[config.mk]
export PLATFORM = sky130hd
export DESIGN_NAME = sat_mode_fsm_tmr
export DESIGN_NICKNAME = d
export VERILOG_FILES = /design/src/rtl/sat_fsm_pkg.sv /design/src/rtl/tmr_voter3.sv /design/src/rtl/sat_mode_fsm_tmr.sv
export SDC_FILE = /design/constraint.sdc
export NUM_CORES = 1
export LEC_CHECK = 0
export ABC_AREA = 1
export BUFFER_PORTS_ARGS = -buffer_cell sky130_fd_sc_hd__buf_2
export CAP_MARGIN = 20
export CORE_AREA = 3 3 54 56
export DETAILED_ROUTE_END_ITERATION = 16
export DIE_AREA = 0 0 57 59
export PLACE_DENSITY_LB_ADDON = 0.08
export SKIP_CTS_REPAIR_TIMING = 1
export SYNTH_ARGS = -nofsm -noshare
export SYNTH_HDL_FRONTEND = slang
export SYNTH_SLANG_ARGS = --single-unit
[constraint.sdc]
create_clock -name clk -period 2.2 [get_ports clk]
set_input_delay 0.44 -clock clk [delete_from_list [all_inputs] [get_ports clk]]
set_output_delay 0.44 -clock clk [all_outputs]
set_load 0.02 [all_outputs]
[src/rtl/sat_fsm_pkg.sv]
// Shared mode encodings, sizing constants and transition helpers for the TMR mode FSM.
package sat_fsm_pkg;

    localparam int unsigned MODE_W        = 3;
    localparam int unsigned N_REPLICA     = 3;
    localparam int unsigned SAFE_HOLD_DEF = 16;

    typedef enum logic [MODE_W-1:0] {
        MODE_SAFE     = 3'b000,
        MODE_IDLE     = 3'b001,
        MODE_DETUMBLE = 3'b010,
        MODE_NOMINAL  = 3'b011,
        MODE_COMM     = 3'b100
    } mode_e;

    // Unused codes collapse to SAFE so a corrupted vote always lands somewhere safe.
    function automatic mode_e decode_mode(input logic [MODE_W-1:0] v);
        mode_e m;
        case (v)
            3'b000, 3'b001, 3'b010, 3'b011, 3'b100: m = mode_e'(v);
            default:                                m = MODE_SAFE;
        endcase
        return m;
    endfunction

    function automatic logic cmd_legal(input mode_e cur, input logic [MODE_W-1:0] req);
        logic ok;
        ok = 1'b0;
        case (cur)
            MODE_IDLE:     ok = (req == MODE_DETUMBLE) || (req == MODE_SAFE);
            MODE_DETUMBLE: ok = (req == MODE_NOMINAL) || (req == MODE_IDLE) || (req == MODE_SAFE);
            MODE_NOMINAL:  ok = (req == MODE_COMM) || (req == MODE_IDLE) || (req == MODE_SAFE);
            MODE_COMM:     ok = (req == MODE_NOMINAL) || (req == MODE_IDLE) || (req == MODE_SAFE);
            default:       ok = 1'b0;
        endcase
        return ok;
    endfunction

endpackage

[src/rtl/tmr_voter3.sv]
// Bitwise 2-of-3 majority vote with a flag for any replica disagreement.
module tmr_voter3
    import sat_fsm_pkg::*;
(
    input  logic [MODE_W-1:0] a,
    input  logic [MODE_W-1:0] b,
    input  logic [MODE_W-1:0] c,
    output logic [MODE_W-1:0] maj,
    output logic              disagree
);

    assign maj      = (a & b) | (a & c) | (b & c);
    assign disagree = (a != b) || (b != c);

endmodule

[src/rtl/sat_mode_fsm_tmr.sv]
// Satellite mode FSM with triple-redundant state, per-edge scrubbing and SEU injection hook.
module sat_mode_fsm_tmr
    import sat_fsm_pkg::*;
#(
    parameter int unsigned SAFE_HOLD = SAFE_HOLD_DEF,
    parameter int unsigned ERR_W     = 8
) (
    input  logic              clk,
    input  logic              rst_n,
    input  logic              cmd_valid,
    input  logic [2:0]        cmd_mode,
    input  logic              fault_flag,
    input  logic              batt_low,
    input  logic              seu_en,
    input  logic [1:0]        seu_sel,
    input  logic [2:0]        seu_mask,
    output logic [2:0]        mode,
    output logic              mismatch,
    output logic              cmd_reject,
    output logic [ERR_W-1:0]  err_cnt
);

    localparam int unsigned HOLD_W = (SAFE_HOLD > 1) ? $clog2(SAFE_HOLD) : 1;
    localparam logic [HOLD_W-1:0] HOLD_LAST = HOLD_W'(SAFE_HOLD - 1);

    logic [MODE_W-1:0] rep_q [N_REPLICA];
    logic [MODE_W-1:0] rep_d [N_REPLICA];
    logic [HOLD_W-1:0] hold_q, hold_d;
    logic [ERR_W-1:0]  err_q, err_d;
    logic              reject_q, reject_d;
    logic [MODE_W-1:0] voted;
    logic [MODE_W-1:0] next_mode;
    mode_e             cur;

    tmr_voter3 u_voter (
        .a        (rep_q[0]),
        .b        (rep_q[1]),
        .c        (rep_q[2]),
        .maj      (voted),
        .disagree (mismatch)
    );

    // State register: every replica reloads each edge, which scrubs any single upset.
    always_ff @(posedge clk) begin
        if (!rst_n) begin
            for (int i = 0; i < int'(N_REPLICA); i++) rep_q[i] <= MODE_SAFE;
            hold_q   <= '0;
            err_q    <= '0;
            reject_q <= 1'b0;
        end else begin
            for (int i = 0; i < int'(N_REPLICA); i++) rep_q[i] <= rep_d[i];
            hold_q   <= hold_d;
            err_q    <= err_d;
            reject_q <= reject_d;
        end
    end

    // Next-state from the voted mode; priority fault > battery > SAFE timeout > command.
    always_comb begin
        cur       = decode_mode(voted);
        next_mode = cur;
        hold_d    = '0;
        reject_d  = 1'b0;

        if (fault_flag) begin
            next_mode = MODE_SAFE;
            reject_d  = cmd_valid;
        end else if (batt_low && (cur == MODE_NOMINAL || cur == MODE_COMM)) begin
            next_mode = MODE_IDLE;
            reject_d  = cmd_valid;
        end else if (cur == MODE_SAFE && hold_q == HOLD_LAST) begin
            next_mode = MODE_IDLE;
            reject_d  = cmd_valid;
        end else begin
            if (cur == MODE_SAFE) hold_d = hold_q + HOLD_W'(1);
            if (cmd_valid) begin
                if (cmd_legal(cur, cmd_mode)) next_mode = cmd_mode;
                else                          reject_d  = 1'b1;
            end
        end

        for (int i = 0; i < int'(N_REPLICA); i++) begin
            rep_d[i] = next_mode;
            if (seu_en && seu_sel == 2'(i)) rep_d[i] = next_mode ^ seu_mask;
        end

        err_d = err_q;
        if (mismatch && err_q != '1) err_d = err_q + ERR_W'(1);
    end

    assign mode       = voted;
    assign cmd_reject = reject_q;
    assign err_cnt    = err_q;

endmodule

---- Word level (Yosys, flattened, before mapping) ----
Memory sizes are Yosys's and may differ from the RTL's.
Index checks and enable logic that the tools add are counted.
word-level totals
  RAM bits ................................ 9
  register bits ........................... 13
  memories ................................ 1
  output and inout port bits .............. 13
  input port bits ......................... 14
  logic and storage cells ................. 79
cells by class
  reductions and logical operators ........ 20
  $add $sub $neg .......................... 2
  bitwise logic cells ..................... 11
  eq/ne operators ......................... 18
  multiplexer cells ....................... 24
memories
  name   depth  bits a word  read ports  clocked after Yosys merged registers in  wr ports  RTL line                RTL
  rep_q  3      3            3           0                                        3         sat_mode_fsm_tmr.sv:26  logic [MODE_W-1:0] rep_q [N_REPLICA];
operator list
  operator                                                               count
  3-bit two-way mux                                                      12
  3-bit by 2-bit equality test with 1-bit output, second input constant  6
  1-bit two-way mux                                                      11
  5-bit OR reduction                                                     2
  3-bit bitwise AND                                                      3
  3-bit by 1-bit equality test with 1-bit output, second input constant  3
  3-bit equality test, second input constant                             3
  3-bit logical NOT                                                      3
  8-bit by 1-bit adder with 8-bit output, second input constant          1
  8-bit inequality test, second input constant                           1
  1-bit logical OR                                                       7
  1-bit logical AND                                                      6
  3-bit inequality test                                                  2
  3-bit OR                                                               2
  4-bit by 1-bit adder with 4-bit output, second input constant          1
  4-bit equality test, second input constant                             1
  1-bit OR                                                               3
  1-bit case mux with 3 select lines                                     1
  3-bit XOR                                                              1
  2-bit by 1-bit equality test with 1-bit output, second input constant  1
  2-bit equality test, second input constant                             1
  2-bit logical NOT                                                      1
  1-bit NOT                                                              2
  2-bit OR reduction                                                     1

---- Logic depth before layout (Yosys ltp) ----
  depth after elaboration ................. 21
  depth in mapped cells ................... 16
  depth with buffers taken out ............ 16

---- By module ----
A second synthesis with hierarchy kept.
unflattened totals
  cells, all modules ...................... 189
  area, all modules ....................... 1283.7 sq um
modules (own cells, without submodules)
  module            seq. area each (sq um)  instances  area each (sq um)  cells each
  sat_mode_fsm_tmr  440.4                   1          1158.6             170
  tmr_voter3        0.0                     1          125.1              19

---- Worst setup path before layout ----
Ideal clock, no wire load.
  path kind ............................... reg2reg
  start ................................... memory rep_q[0][0]
  end ..................................... memory rep_q[0][1]
  buffers on the path ..................... 0
  cell stages (with the launch flop) ...... 14
  slack ................................... 0.421 ns
  period minus slack after synthesis ...... 1.779 ns
  arrival time ............................ 1.670 ns
  library setup time ...................... 0.109 ns
  data required time ...................... 2.091 ns
  cells stage by stage .................... dfxtp_1 ha_1 nor2_2 nand2_2 nor2_2 nand2_2 a21oi_2 nand3_2 nand2_1 nand3_2 nand2_2 nand3_1 nand2_1 inv_1
RTL lines
  what         RTL line
  from (decl)  sat_mode_fsm_tmr.sv:26

==> out/results.ini <==
[clock_network]
path_clk_slew_ns=0.12
cts.sinks=22
clock_tree_from_tritoncts=built
cts.htree.levels=1
clk_latency_ns=0.30
cts_inserted_buffers=3
clock_path_buffers=2
clockRootBuffer=sky130_fd_sc_hd__clkbuf_4

[synthesis]
postSynthNetCount=211
synthDistinctLibCells=21
synth-seq-cells=22
ys_seq_area_share_pct=33.6
synthesis.instances=189
ys_warn_count=0
mappedNetlistArea_um2=1310
syn_area_per_cell_um2=6.94

[place]
gp_congestion=0.878
dp.cells=244
numPortBuffers=26
post-place-ws_ns=0.300
place_hpwl_mm=2.32
dpl-instance-area_um2=1480

[floorplan]
core_area_um2=2480
die_w_um=57
dieArea_um2=3360
design.portCount=27
placementRows=18
die-height_um=59
initial_utilization_pct=52.9

[power]
pwr_density_cell_nw_per_um2=565
peak_vdd_ir_uv=705
share_clk_of_total_power_pct=34.8
net-switching-power_uw=217
share_seq_of_total_power_pct=49.4
cellLeakagePower_uw=0.000805
switching_share_pct=25.1
combinationalPowerShare_pct=15.8
internal_power_uw=646

[layout]
area_growth_syn_to_layout_pct=16.5
layout.area.seq_um2=440
layout.filler_cells=244
layout-drive-gt1-share_pct=22.9
layout.cell_area.non_filler_um2=1530
final_cells=248
multi_input_gate_area_in_the_final_layout_um2=728
antenna_cells_inserted=0
nNetsFinal=241

[drt]
route.antenna.remaining_nets=0
detail_route.wl_per_cell_um=11.0
drt_drc_violations_left=0
number_of_optimization_iterations_in_the_first_detailed_route_pass=4
via_count=1277
drt_iter0_markers=31
final_routed_wirelength_across_all_metal_layers_mm=2.74
via_per_inst=5.15

[grt]
grt_max_degree=14
first_global_vias=1196
total_overflow_reported_by_the_global_router=0
grt_use_total_pct=17.6
antenna_found_initial=0
wire_length_of_the_first_global_routing_pass_mm=4.84

[critical_path]
criticalPathCategory=reg -> reg
worstPathArrival_ns=2.14
critPathCaptureType=flip-flop
worstSetupStartpointType=flip-flop
cp.required_ns=2.41
critPathMaxFanout=4

[timing]
hold_viol_final=0
max_clock_freq_mhz=519
timing.final.crit_share_pct=87.6
setup_viol=0
final_max_slew_viol_count=0
timing.slew.headroom_pct=64.3
rsz_0062_raised_after_global_routing=false
hold-worst-slack_ns=0.404
pin_slew_with_the_least_headroom_to_its_limit_ns=0.531
fin_skew_ns=0.00509
final.setup.tns_ns=0
setup_ws_ns=0.273
final_period_minus_worst_setup_slack_ns=1.93

[hold_path]
timing.hold.worst.class=in -> reg

[run_status]
run_status=completed

[run]
drv.max_cap_violation_count=0

cells in the final DEF (no fill, tap or decap):
cell type                   netlist  routed
sky130_fd_sc_hd__a21oi_1         15      15
sky130_fd_sc_hd__a21oi_2          1       1
sky130_fd_sc_hd__a31oi_1          1       1
sky130_fd_sc_hd__and2_2           1       1
sky130_fd_sc_hd__buf_2            0      26
sky130_fd_sc_hd__bufinv_16        0       1
sky130_fd_sc_hd__clkbuf_4         0       3
sky130_fd_sc_hd__dfxtp_1         22      22
sky130_fd_sc_hd__ha_1             8       8
sky130_fd_sc_hd__inv_1           37      37
sky130_fd_sc_hd__nand2_1         30      30
sky130_fd_sc_hd__nand2_2          9       9
sky130_fd_sc_hd__nand3_1         16      16
sky130_fd_sc_hd__nand3_2          6       6
sky130_fd_sc_hd__nand4_1          5       5
sky130_fd_sc_hd__nor2_1          12      12
sky130_fd_sc_hd__nor2_2           2       2
sky130_fd_sc_hd__nor2_4           1       1
sky130_fd_sc_hd__nor3_1           9       9
sky130_fd_sc_hd__nor3b_1          2       2
sky130_fd_sc_hd__o21a_1           1       1
sky130_fd_sc_hd__o21ai_0          9       9
sky130_fd_sc_hd__xor2_1           1       1
cells by family after synthesis:
logic type               count (synthesis)  share of synthesized area [%]
adder cells (fa/ha/maj)                  8                           7.63
XOR/XNOR                                 1                          0.668
AND/OR/NAND/NOR                         93                           36.4
AO/OA/AOI/OAI                           27                           10.9
flip-flops                              22                           33.6
buffers and inverters                   38                           10.9
per-layer routing:
layer  vias to the layer above  GRT usage [%]  share of wire [%]
li1                        673              -                  -
met1                       559           22.5                 46
met2                        39           29.9                 46
met3                         6           3.92                5.7
met4                         0           5.30                2.2
met5                         -              0                  0
through the flow:
stage / power (µW) / utilization [%]
after global placement: 566 / 59.5
after global routing: 908 / 61.7
after CTS: 874 / 61.7
final: 863 / 61.7
after floorplan: 520 / -
after detailed placement: 571 / 59.5
synth_stat cells (all sizes together):
master | number | share of area [%]
a21oi | 16 | 6.4
a31oi | 1 | 0.48
and2 | 1 | 0.57
clkbuf | 1 | 0.29
dfxtp | 22 | 34
ha | 8 | 7.6
inv | 37 | 11
nand2 | 39 | 13
nand3 | 22 | 11
nand4 | 5 | 2.4
nor2 | 15 | 5.2
nor3 | 9 | 3.4
nor3b | 2 | 1.1
o21a | 1 | 0.57
o21ai | 9 | 3.4
xor2 | 1 | 0.67
area by class of cell:
cell class	instances	share of cell area, %
multi-input cells	129	47.7
flip-flops and latches	22	28.8
inverters	37	9.09
repair buffers	26	8.52
well taps	30	2.46
clock inverters	1	1.97
clock buffers	3	1.47
flip-flops by register name, summed over array words and instances (netlist names):
| name | flops |
|---|---|
| err_cnt | 8 |
| cmd_reject | 1 |
| rep_q | 9 |
| hold_q | 4 |
worst paths after layout:
| check | start | end | slack, ns | cells after the start |
|---|---|---|---|---|
| worst max register to register | rep_q[0][4] | rep_q[0][0] | 0.27 | 15 |
| worst min register to register | hold_q[0] | hold_q[0] | 0.46 | 1 |
| worst min-delay path | cmd_valid | cmd_reject | 0.40 | 3 |
| worst max-delay path | rep_q[0][4] | rep_q[0][0] | 0.27 | 15 |
power groups by stage:
stage	logic, µW	clock network [µW]	registers (µW)
2_1_floorplan	75.1	0	445
3_3_place_gp	131	0	435
3_5_place_dp	136	0	435
4_1_cts	137	311	427
5_1_grt	154	324	430
6_report	136	300	426
worst max-delay path, stage by stage, from the launching register on:
cell and delay (ns):
sky130_fd_sc_hd__dfxtp_1 0.34, sky130_fd_sc_hd__ha_1 0.20, sky130_fd_sc_hd__nor2_1 0.12, sky130_fd_sc_hd__nand2_2 0.09, sky130_fd_sc_hd__nand2_1 0.14, sky130_fd_sc_hd__nand2_1 0.10
sky130_fd_sc_hd__nor2_1 0.15, sky130_fd_sc_hd__nand3_1 0.10, sky130_fd_sc_hd__nand2_2 0.10, sky130_fd_sc_hd__inv_1 0.06, sky130_fd_sc_hd__nand3_2 0.08, sky130_fd_sc_hd__nand2_2 0.08
sky130_fd_sc_hd__nand2_2 0.08, sky130_fd_sc_hd__nand3_1 0.06, sky130_fd_sc_hd__nand2_1 0.09, sky130_fd_sc_hd__inv_1 0.04
Power figures use the tool's default switching activity.
